<file path="src/rtl/audio_sample_sequencer.sv">
// audio_sample_sequencer
//   Sequences a single-port sample memory for record and playback. A sample-rate
//   tick paces one memory access per sample period.
//
//   Build option: LOOP_PLAYBACK_EN
//     defined   - playback wraps to address 0 and repeats until StartPlay falls
//     undefined - single-pass playback ending in DONE
//
//   Ports
//     Clock, Reset          : system clock (rising edge), async active-low reset
//     StartRecord/StartPlay : session levels from the transport controller
//     SampleIn              : audio input sample, captured on a record tick
//     MemRdData             : memory read data, valid the cycle after MemRdEn
//     MemAddr/MemWrData     : memory address and write data (held between strobes)
//     MemWrEn/MemRdEn       : one-cycle memory strobes
//     SampleOut/SampleValid : last played sample and its one-cycle update pulse
//     MemoryFull            : recording filled the memory
//     StopReading           : playback reached the end of the recording
//     RecordedLength        : samples in the last recording (0..2^ADDR_WIDTH)
//
//   state  | meaning
//   IDLE   | no session; waiting for StartRecord / StartPlay
//   RECORD | writing one sample per tick
//   FULL   | memory filled; waiting for StartRecord to fall
//   PLAY   | reading one sample per tick
//   DONE   | recording exhausted; waiting for StartPlay to fall
module audio_sample_sequencer #(
  parameter int ADDR_WIDTH = 3,
  parameter int DATA_WIDTH = 8,
  parameter int SAMPLE_DIV = 4
) (
  input  logic                  Clock,
  input  logic                  Reset,
  input  logic                  StartRecord,
  input  logic                  StartPlay,
  input  logic [DATA_WIDTH-1:0] SampleIn,
  input  logic [DATA_WIDTH-1:0] MemRdData,
  output logic [ADDR_WIDTH-1:0] MemAddr,
  output logic [DATA_WIDTH-1:0] MemWrData,
  output logic                  MemWrEn,
  output logic                  MemRdEn,
  output logic [DATA_WIDTH-1:0] SampleOut,
  output logic                  SampleValid,
  output logic                  MemoryFull,
  output logic                  StopReading,
  output logic [ADDR_WIDTH:0]   RecordedLength
);

  localparam int CW = $clog2(SAMPLE_DIV);
  localparam logic [CW-1:0]         TICK_LAST = CW'(SAMPLE_DIV - 1);
  localparam logic [ADDR_WIDTH-1:0] LAST_ADDR = {ADDR_WIDTH{1'b1}};

  typedef enum logic [2:0] {IDLE, RECORD, FULL, PLAY, DONE} state_t;

  state_t                state_q, state_d;
  logic [CW-1:0]         tick_cnt_q, tick_cnt_d;
  logic [ADDR_WIDTH-1:0] wr_ptr_q, wr_ptr_d;
  logic [ADDR_WIDTH:0]   rd_ptr_q, rd_ptr_d;
  logic [ADDR_WIDTH:0]   rec_len_q, rec_len_d;
  logic [ADDR_WIDTH-1:0] addr_q, addr_d;
  logic [DATA_WIDTH-1:0] wr_data_q, wr_data_d;
  logic                  wr_en_q, wr_en_d;
  logic                  rd_en_q, rd_en_d;
  logic                  rd_cap_q, rd_cap_d;
  logic [DATA_WIDTH-1:0] sample_out_q, sample_out_d;
  logic                  sample_valid_q, sample_valid_d;
  logic                  mem_full_q, mem_full_d;
  logic                  stop_q, stop_d;
  logic                  active;
  logic                  tick;

  assign active = (state_q == RECORD) || (state_q == PLAY);
  assign tick   = active && (tick_cnt_q == TICK_LAST);

  always_comb begin
    state_d        = state_q;
    wr_ptr_d       = wr_ptr_q;
    rd_ptr_d       = rd_ptr_q;
    rec_len_d      = rec_len_q;
    addr_d         = addr_q;
    wr_data_d      = wr_data_q;
    wr_en_d        = 1'b0;
    rd_en_d        = 1'b0;
    // Read pipeline runs independently of the FSM so an issued read always
    // delivers its sample, even after the session ends.
    rd_cap_d       = rd_en_q;
    sample_out_d   = sample_out_q;
    sample_valid_d = 1'b0;
    mem_full_d     = mem_full_q;
    stop_d         = stop_q;
    tick_cnt_d     = '0;

    if (rd_cap_q) begin
      sample_out_d   = MemRdData;
      sample_valid_d = 1'b1;
    end

    case (state_q)
      IDLE: begin
        if (StartRecord) begin
          state_d   = RECORD;
          wr_ptr_d  = '0;
          rec_len_d = '0;
        end else if (StartPlay) begin
          state_d  = PLAY;
          rd_ptr_d = '0;
        end
      end
      RECORD: begin
        if (!StartRecord) begin
          state_d = IDLE;
        end else if (tick) begin
          wr_en_d   = 1'b1;
          addr_d    = wr_ptr_q;
          wr_data_d = SampleIn;
          wr_ptr_d  = wr_ptr_q + ADDR_WIDTH'(1);
          rec_len_d = rec_len_q + (ADDR_WIDTH+1)'(1);
          if (wr_ptr_q == LAST_ADDR) begin
            state_d    = FULL;
            mem_full_d = 1'b1;
          end
        end
      end
      FULL: begin
        if (!StartRecord) begin
          state_d    = IDLE;
          mem_full_d = 1'b0;
        end
      end
      PLAY: begin
        if (!StartPlay) begin
          state_d = IDLE;
        end else if (rec_len_q == '0) begin
          state_d = DONE;
          stop_d  = 1'b1;
        end else if (tick) begin
          if (rd_ptr_q < rec_len_q) begin
            rd_en_d  = 1'b1;
            addr_d   = rd_ptr_q[ADDR_WIDTH-1:0];
            rd_ptr_d = rd_ptr_q + (ADDR_WIDTH+1)'(1);
          end else begin
`ifdef LOOP_PLAYBACK_EN
            rd_en_d  = 1'b1;
            addr_d   = '0;
            rd_ptr_d = (ADDR_WIDTH+1)'(1);
`else
            state_d = DONE;
            stop_d  = 1'b1;
`endif
          end
        end
      end
      DONE: begin
        if (!StartPlay) begin
          state_d = IDLE;
          stop_d  = 1'b0;
        end
      end
      default: state_d = IDLE;
    endcase

    // Counter only runs while staying in RECORD/PLAY; any entry or exit restarts it at 0.
    if (active && (state_d == state_q)) begin
      tick_cnt_d = tick ? '0 : tick_cnt_q + CW'(1);
    end
  end

  always_ff @(posedge Clock or negedge Reset) begin
    if (!Reset) begin
      state_q        <= IDLE;
      tick_cnt_q     <= '0;
      wr_ptr_q       <= '0;
      rd_ptr_q       <= '0;
      rec_len_q      <= '0;
      addr_q         <= '0;
      wr_data_q      <= '0;
      wr_en_q        <= 1'b0;
      rd_en_q        <= 1'b0;
      rd_cap_q       <= 1'b0;
      sample_out_q   <= '0;
      sample_valid_q <= 1'b0;
      mem_full_q     <= 1'b0;
      stop_q         <= 1'b0;
    end else begin
      state_q        <= state_d;
      tick_cnt_q     <= tick_cnt_d;
      wr_ptr_q       <= wr_ptr_d;
      rd_ptr_q       <= rd_ptr_d;
      rec_len_q      <= rec_len_d;
      addr_q         <= addr_d;
      wr_data_q      <= wr_data_d;
      wr_en_q        <= wr_en_d;
      rd_en_q        <= rd_en_d;
      rd_cap_q       <= rd_cap_d;
      sample_out_q   <= sample_out_d;
      sample_valid_q <= sample_valid_d;
      mem_full_q     <= mem_full_d;
      stop_q         <= stop_d;
    end
  end

  assign MemAddr        = addr_q;
  assign MemWrData      = wr_data_q;
  assign MemWrEn        = wr_en_q;
  assign MemRdEn        = rd_en_q;
  assign SampleOut      = sample_out_q;
  assign SampleValid    = sample_valid_q;
  assign MemoryFull     = mem_full_q;
  assign StopReading    = stop_q;
  assign RecordedLength = rec_len_q;

endmodule
</file>
<file path="config.mk">
export PLATFORM = sky130hd
export DESIGN_NAME = audio_sample_sequencer
export DESIGN_NICKNAME = d
export VERILOG_FILES = /design/src/rtl/audio_sample_sequencer.sv
export SDC_FILE = /design/constraint.sdc
export NUM_CORES = 1
export LEC_CHECK = 0
export CAP_MARGIN = 20
export CORE_MARGIN = 2
export CORE_UTILIZATION = 49
export DETAILED_ROUTE_END_ITERATION = 12
export PLACE_DENSITY_LB_ADDON = 0.05
export REMOVE_ABC_BUFFERS = 1
export SYNTH_ARGS = -nofsm -noshare
export SYNTH_HDL_FRONTEND = slang
export SYNTH_SLANG_ARGS = --single-unit
</file>
<file path="constraint.sdc">
create_clock -name Clock -period 2 [get_ports Clock]
set_input_delay 0.2 -clock Clock [delete_from_list [all_inputs] [get_ports Clock]]
set_output_delay 0.2 -clock Clock [all_outputs]
set_load 0.02 [all_outputs]
</file>
==> impl_summary.md, run 1 <==
Floorplan
The starting density of the core is 50.7%. 48 I/O pins were placed. The number of cell rows is 23. The area of the placeable core is 3970 sq um. The floorplan step set the die width to 68.1 microns.

The height of the die is 68.1 microns. The die footprint is 4630 sq um.

Clocking
The CTS H-tree depth is 2. The source-to-sink clock delay at the later pin of the worst-skew pair is 0.29 ns. TritonCTS built the clock tree. The clock passes through at most 2 buffers. Counting every sink on the clock net gives 41. The root buffer cell is clkbuf_8. After clock tree synthesis, the clock-pin slew on the worst setup and hold paths is 0.08 ns. The number of buffers inserted by post-CTS setup repair is 0.

Clock tree synthesis inserted a total of 5 buffers.

Finish
Cells with a size suffix above 1 make up 20.0% of the layout. The final cell utilization of the core is 65.3%. The layout overhead on the synthesized area is 29.0%. The number of antenna diodes in the final layout is 0. Fill cells in the final layout number 317.

For this run, the post-layout net count is 253. With fillers left out, the area of the finished cells amounts to 2590 sq um.

Worst setup path
On the critical path the largest part of the delay comes from simple AND/OR/NAND/NOR gates. The minimum setup slack among reg-to-reg paths is 0.12 ns. Counting buffers and inverters, the worst setup path is 7 cells deep. The slowest stage cell on the critical path is dfrtp_1.

Traced cell by cell, the critical path runs through inv_1, ha_1, or3b_1, nand2_1, o21ai_2, nand2_1, mux2_2. The startpoint identified for the worst register-to-register timing path is RecordedLength[1]. The kind of critical path is flop to flop. The data arrival time of the worst path is 2.05 ns.

The highest cell delay on the worst timing path is 0.42 ns. STA classifies the critical path startpoint as a flop. The critical register-to-register path endpoint is rd_ptr_q[0].

The number of buffers and inverters on the critical path is 1. In this run the worst path has a maximum fanout of 5. The number of cells on the worst reg-to-reg path is 7. The cell that appears most often on the critical path is nand2_1. The required time at the worst-slack endpoint is 2.17 ns. The element type at the critical path end is a flop.

Placed design
Input and output buffers added on the ports amount to 47. The HPWL reported at the end of detailed placement is 2880 microns. The standard cell area after detailed placement is 2480 sq um. The placer's final routability congestion estimate is 0.851. The setup slack after placement is 0.124 ns.

STA
Setup repair after global routing left no endpoint under its margin. The hold violation total from the final report is 0. In this run the tightest slew margin relative to its limit is 64.1%. Adding up every negative setup slack in the final design gives 0 ns. The final critical delay including setup and external delays is 1.88 ns. Across the routed clock network, the largest skew measured is 0.00929 ns.

The pin slew with the least headroom to its limit is 0.533 ns. The number of max-slew violations in the final report is 0. Setup violations remaining at the end of the flow were counted as 0.

The post-route clock period utilization is 94.2%. After layout, the worst setup slack is 0.116 ns. The fmax is 0.531 GHz.

Run
Across the run, the number of max-cap violations was 0.

Global route
The first global-routing pass estimated 6510 microns of wire. The overflow left after global routing is 0. The via count of the first global-routing pass was 1434. The initial antenna violation count was 0. Entering global routing, the biggest net connects 42 pins.

Global routing used 19.0% of the available tracks across all layers.

Logic synthesis
Counting flops with a built-in enable in the synthesized netlist gives 0. The cell count after synthesis came out at 175. After synthesis the cells add up to 2010 sq um. The fraction of post-synthesis cell area in the top cell type by area is 51.0%. Averaged over all synthesized cells, the footprint is 11.5 sq um.

After synthesis, the cell types taking the most area are dfrtp_1 (51%), mux2_2 (9.5%), ha_1 (5.6%), nand2_1 (4.9%), mux2_4 (3.0%). Synthesis inferred 41 register bits. The synthesized netlist contains 37 unique library cells. The sequential element share of the synthesized area is 51.0%. The dominant register cell in the synthesized netlist is dfrtp_1. During synthesis, Yosys emitted a total of 0 warnings. The synthesized design spends more area on one cell type than any other, namely dfrtp_1. After synthesis, the share of flip-flops with an asynchronous set or reset is 100%.

Drt
The wire length per cell after detailed routing is 14.2 microns. The detail route stage leaves a number of antenna-violating nets equal to 0. In the routed layout, each cell is associated on average with a via count of 5.24. For this run, design rule violations remaining after detail routing come to 0. The detailed router finished its first iteration with 95 violations. The number of vias after detailed routing is 1441. Wires add up to 3910 microns. For this run, the detailed router's first-pass iteration total came to 4.

Worst hold path
The worst hold path begins at MemRdEn. The worst hold path was traced through 0 stages. The worst hold path terminates at rd_cap_q. The class of the tightest hold or removal check is flop to flop.

Outcome
The run finished with clean final reports.

Power and ir drop
Summed over all cells, the static leakage comes to 1.23 nW. The maximum vdd ir drop is 0.464 mV. Power spread over the standard cell area amounts to 1010 nW/um^2.
## how the worst max path moves through the flow
stage,startpoint,end,slack (ns)
after floorplan,RecordedLength[1],rd_ptr_q[0],0.11
after global placement,RecordedLength[1],rd_ptr_q[0],0.13
final,RecordedLength[1],rd_ptr_q[0],0.12
after global routing,RecordedLength[1],rd_ptr_q[0],0.005
after detailed placement,RecordedLength[1],MemAddr[1],0.12
after CTS,RecordedLength[1],MemAddr[1],0.12
## cells in the mapped netlist, types with 2 or more instances
cell type	count
dfrtp_1	41
nand2_1	26
mux2_2	17
ha_1	9
nor2_1	9
inv_1	7
a21oi_1	6
o21ai_0	6
buf_6	5
nand3_1	5
mux2_4	4
a22o_2	3
a31oi_1	3
mux2i_1	3
o31ai_1	3
and2_4	2
buf_2	2
nand2b_1	2
nand4_1	2
nor3_1	2
nor3b_1	2
## per-layer routing
metal,up-vias,part of all wire [%],track usage [%]
li1,701,-,-
met1,684,45,25.0
met2,50,48,30.6
met3,6,6.2,4.44
met4,0,1.3,6.75
met5,-,0,0
## repair_timing
action,CTS,global route
hold buffers,1,0
endpoints found under the setup margin,0,4
hold endpoints to repair,41,0
resized for setup,0,1
## placed cells by master (no fill, tap or decap), drive strengths merged
cell type / instances
a21boi: 1
a21oi: 6
a22o: 4
a31oi: 3
and2: 2
and3: 1
and3b: 1
buf: 5
clkbuf: 6
clkdlybuf4s50: 46
clkinv: 2
dfrtp: 41
dlygate4sd3: 1
ha: 9
inv: 7
mux2: 21
mux2i: 3
nand2: 26
nand2b: 2
nand3: 6
nand4: 2
nor2: 9
nor2b: 2
nor3: 2
nor3b: 3
o211ai: 1
o21ai: 8
o21bai: 1
o31ai: 3
or3b: 1
## logic make-up after synthesis
family                     synth area share [%]
adders and majority gates                  5.60
AOI/OAI and AO/OA                          8.77
muxes                                      14.0
DFF                                        51.0
and+or+nand+nor                            14.5
buffers and inverters                      6.16
## where the power goes
group	internal [W]	switching, W
Combinational	0.000477	0.000456
Clock	0.000280	0.000281
Sequential	0.000991	0.000135
Total	0.00175	0.000872
## area by class of cell
class,instances,area [sq um],area share (%)
sequential,41,1030,39.5
timing repair buffer,52,518,20.0
tap,50,62.6,2.41
clock buffer,6,82.6,3.18
inverter,7,26.3,1.01
clock inverter,2,13.8,0.530
multi-input combinational,117,866,33.4
## flip-flops by register name (all words and copies together), names as in the netlist
name / flops
rd_ptr_q: 4
SampleValid: 1
wr_ptr_q: 3
MemWrEn: 1
MemRdEn: 1
rd_cap_q: 1
MemWrData: 8
StopReading: 1
tick_cnt_q: 2
MemoryFull: 1
MemAddr: 3
RecordedLength: 4
SampleOut: 8
state_q: 3
## worst reg2reg max path: stages (launching register included)
cell	delay, ns
dfrtp_1	0.42
inv_1	0.10
ha_1	0.14
or3b_1	0.42
nand2_1	0.12
o21ai_2	0.10
nand2_1	0.14
mux2_2	0.35
## through the flow
step	hold WS (ns)	total power [W]	std cells
after CTS	0.382	0.00264	275
after floorplan	-0.0956	0.00163	165
after global placement	0.183	0.00205	266
after global routing	0.383	0.00279	275
after detailed placement	0.186	0.00208	266
final	0.381	0.00262	275
No activity file was read; power rests on OpenSTA's default activity.
==> inputs of run 2 (changes only) <==
--- a/config.mk
+++ b/config.mk
@@ -7,7 +7,8 @@
 export LEC_CHECK = 0
 export CAP_MARGIN = 20
 export CORE_MARGIN = 2
-export CORE_UTILIZATION = 49
+export CORE_UTILIZATION = 51
+export CTS_BUF_LIST = sky130_fd_sc_hd__clkbuf_4
 export DETAILED_ROUTE_END_ITERATION = 12
 export PLACE_DENSITY_LB_ADDON = 0.05
 export REMOVE_ABC_BUFFERS = 1
==> run 2 against run 1 <==
  * Combinational power down 0.8%
  * Highest routed layer unchanged
  * Via count up 2.2%
  * Global-route usage up 1.1 points
  * Sequential cell count unchanged
  * Final cell count unchanged
  * Non-clock buffer count up 2
  * Worst setup slack worse by 0.0010 ns
  * Die area down 3.7%
  * Clock skew up 0.0027 ns
  * Sequential power about the same
==> impl_summary.md, run 2 (same netlist as run 1, synthesis figures left out) <==
Outcome
The run finished with clean final reports.

STA
The final critical delay including setup and external delays is 1.89 ns (+0.00103 ns). The sum of negative setup slack is 0 ns (unchanged). The number of max-slew violations in the final report came to 0 (unchanged). The hold violation total from the final report is 0 (unchanged). The worst slew slack as a fraction of its limit is 58.7% (-5.3 points). The post-layout worst setup margin was 0.115 ns (-0.00103 ns). The final worst clock skew is 0.0119 ns (+0.00266 ns). The post-route clock period utilization is 94.3% (about the same). The setup violation total in the final timing report was 0 (unchanged).

Setup repair after global routing could not meet its margin everywhere. The fmax is 0.530 GHz (about the same). The pin slew with the least headroom to its limit is 0.612 ns (+0.0791 ns).

Power and ir drop
The power density relative to cell area is 961 nW/um^2 (-4.8%). The maximum vdd ir drop is 0.450 mV (-3.1%). The total leakage power was 1.21 nW (-1.3%).

Run
The number of max-cap violations is 0 (unchanged).

Global route
The overall global routing resource usage is 20.1% (+1.1 points). The initial antenna violation count came to 0 (unchanged). The wire length of the first global-routing pass is 6630 microns (+1.8%). The via count of the first global-routing pass is 1463 (+2.0%).

The overflow left after global routing is 0 (unchanged). The largest net degree at the start of global routing is 22 (-48%).

Drt
The wire length per cell after detailed routing is 14.6 microns (+2.5%). The aggregate routed wire length came to 4000 microns (+2.5%). The number of remaining DRC errors came to 0 (unchanged). The number of violations reported at the end of detailed-routing iteration 0 is 75 (-21%). The number of vias after detailed routing is 1473 (+2.2%). The count of TritonRoute iterations in the first routing pass is 4 (unchanged). The remaining antenna violation count is 0 (unchanged). The average vias per placed instance is 5.36 (+2.2%).

Worst setup path
The biggest fanout along the worst timing path is 5 (unchanged). The family of cells with the greatest summed delay on the critical path is simple AND/OR/NAND/NOR gates. The number of buffers and inverters on the critical path is 1 (unchanged). The data arrival time of the worst path is 2.13 ns (+0.08 ns). The worst setup path is launched from a flop. The slowest stage cell on the critical path is dfrtp_2.

The minimum setup slack among reg-to-reg paths is 0.11 ns (about the same). The worst setup path is captured at a flop. Walking the worst path, the cells encountered are inv_1, ha_1, or3b_1, nand2_1, o21ai_2, nand2_1, mux2_2. The critical path is of the flop to flop type. The highest cell delay on the worst timing path is 0.46 ns (+0.04 ns).

The most repeated library cell on the critical path is nand2_1. The required time at the worst-slack endpoint is 2.24 ns (+0.07 ns).

Clocking
The CTS H-tree depth is 2 (unchanged). The root buffer cell is clkbuf_4. The maximum clock path buffer count is 2 (unchanged). The number of clock buffers inserted by TritonCTS was 5 (unchanged). The register clock-pin slew on the reported worst setup and hold paths is 0.12 ns (+0.04 ns). The clock sink count is 41 (unchanged). The clock tree from TritonCTS is yes.

The source-to-sink clock delay at the later pin of the worst-skew pair came to 0.34 ns (+0.05 ns).

Floorplan
The horizontal extent of the die is 66.8 microns (-1.9%). The number of cell rows was 22 (-4.3%). The number of primary I/O pins is 48 (unchanged).

The die footprint came to 4460 sq um (-3.7%). The starting density of the core is 54.1% (+3.5 points). The area of the placeable core is 3720 sq um (-6.4%). The height of the die is 66.8 microns (-1.9%).

Finish
The final net count is 255 (+0.79%). The final cell utilization of the core is 68.7% (+3.3 points). The share of cells above drive strength 1 is 20.3% (+0.26 points). The number of filler cells placed in the layout is 292 (-7.9%). The layout overhead on the synthesized area is 26.8%.

The commonest non-fill, non-tap cell in the layout is clkdlybuf4s50_1. The final antenna diode count is 0 (unchanged). The library cells used most frequently in the layout, excluding fill and tap cells, are clkdlybuf4s50_1 (46), dfrtp_1 (40), nand2_1 (26).

Placed design
The setup slack after placement is 0.0974 ns (-0.0271 ns). The number of buffer cells added on primary ports came to 47 (unchanged). The HPWL reported at the end of detailed placement came to 3030 microns (+5.4%). The placer's final routability congestion estimate is 0.835 (-1.8%).

Worst hold path
The path class of the tightest hold or removal check is input pin to async pin.
run 2: changes by cell type in the layout (fill, tap and decap cells not counted), sizes merged:
cell    before  now
buf          5    7
clkbuf       6    5
clkinv       2    3
run 2: area by class of cell:
cell class	instances	area, sq um	share of cell area, %
Clock buffer	5	37.5	1.47
Clock inverter	3	17.5	0.687
Inverter	7	26.3	1.03
Multi-Input combinational cell	117	862	33.8
Sequential cell	41	1030	40.3
Tap cell	48	60.1	2.35
Timing Repair Buffer	54	520	20.4
run 2: path summary, 6_finish.rpt:
check,start,to,depth (start not counted)
max,RecordedLength[1],rd_ptr_q[0],7
min,Reset,MemoryFull,2
max reg2reg,RecordedLength[1],rd_ptr_q[0],7
min reg2reg,MemRdEn,rd_cap_q,0
max in group asynchronous,Reset,MemWrData[7],3
min in group Clock,MemRdEn,rd_cap_q,0
run 2: routing by layer:
layer / GRT usage (%) / up-vias / share of wire, %
met5: 0 / - / 0
met4: 7.14 / 0 / 1.0
met3: 4.22 / 5 / 6.8
met2: 32.9 / 51 / 49
met1: 26.2 / 712 / 43
li1: - / 705 / -
run 2: repair_timing:
action                                 in CTS  in global routing
buffers inserted                            0                  1
endpoints found under the hold margin      41                  0
hold buffers                                1                  0
resized for setup                           0                  1
setup endpoints to repair                   0                  4
run 2: through the flow:
step	power, W	area [sq um]	hold slack, ns	cells
floorplan	0.00163	1910	-0.0956	165
global placement	0.00205	2480	0.0120	265
detailed placement	0.00208	2480	0.0217	265
CTS	0.00248	2540	0.172	274
global route	0.00263	2550	0.173	275
finish	0.00245	2550	0.176	275
run 2: report_power, final:
part | switching [W] | internal [W]
combinational | 0.000452 | 0.000474
clock | 0.000261 | 0.000133
sequential | 0.000141 | 0.000990
run 2: worst reg2reg max path, stage by stage, from the launching register on:
cell and delay, ns:
dfrtp_2 0.46, inv_1 0.09, ha_1 0.14, or3b_1 0.41, nand2_1 0.11, o21ai_2 0.09, nand2_1 0.14, mux2_2 0.35
==> inputs of run 3 (changes only) <==
==> constraint.sdc (replaced) <==
create_clock -name Clock -period 2.1 [get_ports Clock]
set_input_delay 0.21 -clock Clock [delete_from_list [all_inputs] [get_ports Clock]]
set_output_delay 0.21 -clock Clock [all_outputs]
set_load 0.02 [all_outputs]
==> run 3 against run 2 <==
  * Register-to-register slack gained 0.02 ns
  * Highest routed layer unchanged
  * Critical path depth unchanged
  * Die area is the same
  * Sequential share of layout area is 0.17 points higher
  * Sequential cell count did not move
==> impl_summary.md, run 3 (same netlist as run 1, synthesis figures left out) <==
Drt
The number of remaining DRC errors is 0 (unchanged). The count of TritonRoute iterations in the first routing pass is 4 (unchanged). The aggregate routed wire length is 3960 microns (-1.1%).

The remaining antenna violation count is 0 (unchanged). The number of violations reported at the end of detailed-routing iteration 0 is 128 (+71%). The number of vias after detailed routing is 1474 (+0.068%).

The average vias per placed instance is 5.46 (+1.9%). The wire length per cell after detailed routing is 14.7 microns (+0.76%).

STA
The setup violation total in the final timing report is 0 (unchanged). The final hold slack was 0.383 ns (+0.207 ns). The final critical delay including setup and external delays is 1.96 ns (+0.0776 ns). The fmax is 0.509 GHz (-4.0%). Setup repair after global routing left no endpoint under its margin. The hold violation total from the final report is 0 (unchanged). The final worst clock skew is 0.00553 ns (-0.00642 ns). The post-route clock period utilization is 93.5% (-0.79 points). The worst slew slack as a fraction of its limit came to 41.6% (-17 points). The sum of negative setup slack came to 0 ns (unchanged). The pin slew with the least headroom to its limit came to 0.876 ns (+0.264 ns). The number of max-slew violations in the final report came to 0 (unchanged).

Worst setup path
The highest cell delay on the worst timing path is 0.43 ns (-0.03 ns). The startpoint kind of the worst setup timing path is a flop. The number of buffers and inverters on the critical path is 1 (unchanged). The slowest stage cell on the critical path is dfrtp_1.

Traced cell by cell, the critical path runs through inv_1, ha_1, o211ai_1, o21ai_1, o21ai_2, nand2_1, mux2_2. The cell family contributing the most delay on the critical path is compound AO/OA/AOI/OAI gates. The required time at the worst-slack endpoint was 2.34 ns (+0.10 ns). The biggest fanout along the worst timing path was 5 (unchanged).

The data arrival time of the worst path was 2.21 ns (+0.08 ns). The kind of critical path is flop to flop. STA classifies the critical path endpoint as a flop.

Clocking
The number of clock buffers inserted by TritonCTS is 5 (unchanged). The source-to-sink clock delay at the later pin of the worst-skew pair is 0.35 ns (about the same). The clock tree from TritonCTS is yes. The CTS H-tree depth was 2 (unchanged). The root buffer cell is clkbuf_4.

The maximum clock path buffer count is 2 (unchanged). The register clock-pin slew on the reported worst setup and hold paths is 0.11 ns (about the same). The count of instances resized after the clock tree is built came to 0 (unchanged).

The clock sink count is 41 (unchanged).

Finish
The area of all sequential standard cells came to 1030 sq um (-0.12%). The multi-input gate area in the final layout came to 862 sq um (unchanged). The final net count came to 251 (-1.6%). The commonest non-fill, non-tap cell in the layout is clkdlybuf4s50_1. The share of cells above drive strength 1 is 18.5% (-1.8 points). The layout overhead on the synthesized area is 26.1%. The top cell types in the final layout, fill and taps aside, are clkdlybuf4s50_1 (46), dfrtp_1 (41), nand2_1 (26). The final antenna diode count is 0 (unchanged). The number of filler cells placed in the layout is 283 (-3.1%).

Global route
The overall global routing resource usage is 19.0% (-1.1 points). The via count of the first global-routing pass is 1333 (-8.9%). The overflow left after global routing is 0 (unchanged). The initial antenna violation count is 0 (unchanged). The largest net degree at the start of global routing is 42 (+91%). The wire length of the first global-routing pass came to 6180 microns (-6.9%).

Placed design
The number of buffer cells added on primary ports is 47 (unchanged). The HPWL reported at the end of detailed placement is 2920 microns (-3.8%). The placer's final routability congestion estimate came to 0.837 (+0.24%).

Outcome
The flow ran to the end, and the final reports show no timing, DRC or antenna violations.

Floorplan
The die footprint came to 4460 sq um (unchanged). The horizontal extent of the die was 66.8 microns (unchanged). The starting density of the core was 54.1% (unchanged).

The height of the die was 66.8 microns (unchanged). The number of primary I/O pins is 48 (unchanged). The number of cell rows is 22 (unchanged). The area of the placeable core came to 3720 sq um (unchanged).

Worst hold path
The class of the tightest hold or removal check is flop to flop.

Power and ir drop
The total leakage power came to 1.20 nW (-0.75%). The power density relative to cell area was 958 nW/um^2 (-0.34%). The maximum vdd ir drop came to 0.452 mV (+0.46%).

Run
The number of max-cap violations is 0 (unchanged).
run 3: cell types whose count changed in the layout (fill, tap and decap cells not counted), sizes merged:
cell,before,now
buf,7,3
bufinv,0,1
clkinv,3,1
run 3: final timing paths:
path                              startpoint           to  slack (ns)  depth (start not counted)
min in group asynchronous              Reset   state_q[0]        0.50                          2
setup reg to reg           RecordedLength[1]  rd_ptr_q[0]        0.14                          7
max in group asynchronous              Reset      MemWrEn        1.05                          2
hold / removal                       MemRdEn     rd_cap_q        0.38                          0
hold reg to reg                      MemRdEn     rd_cap_q        0.38                          0
setup / recovery           RecordedLength[1]  rd_ptr_q[0]        0.14                          7
run 3: timing repair:
item,4_1_cts,5_1_grt
buffers inserted,0,0
hold buffers,1,0
hold endpoints to repair,41,0
run 3: metal layers:
layer | track usage [%] | share of wire, % | vias up
met1 | 24.5 | 46 | 715
li1 | - | - | 702
met4 | 7.14 | 1.7 | 0
met3 | 5.74 | 5.9 | 9
met2 | 29.9 | 47 | 48
met5 | 0 | 0 | -
run 3: area by class of cell:
type / count / share of cell area [%]
clock buffer: 5 / 1.48
clock inverter: 2 / 1.38
inverter: 7 / 1.04
multi-input combinational: 117 / 34.0
sequential: 41 / 40.4
tap: 48 / 2.37
timing repair buffer: 50 / 19.3
run 3: where the power goes:
part,switching (W),internal [W],total [W]
sequential,0.000142,0.000943,0.00108
clock,0.000245,0.000242,0.000488
combinational,0.000426,0.000432,0.000858
run 3: stage by stage:
stage	power, W	setup slack, ns	cells	cell area (sq um)	util, %
3_5_place_dp	0.00196	0.162	262	2450	66.1
5_1_grt	0.00258	0.0549	270	2540	68.3
4_1_cts	0.00245	0.143	270	2540	68.3
3_3_place_gp	0.00192	0.275	262	2450	66.1
6_report	0.00243	0.137	270	2540	68.3
2_1_floorplan	0.00156	0.214	165	1910	-
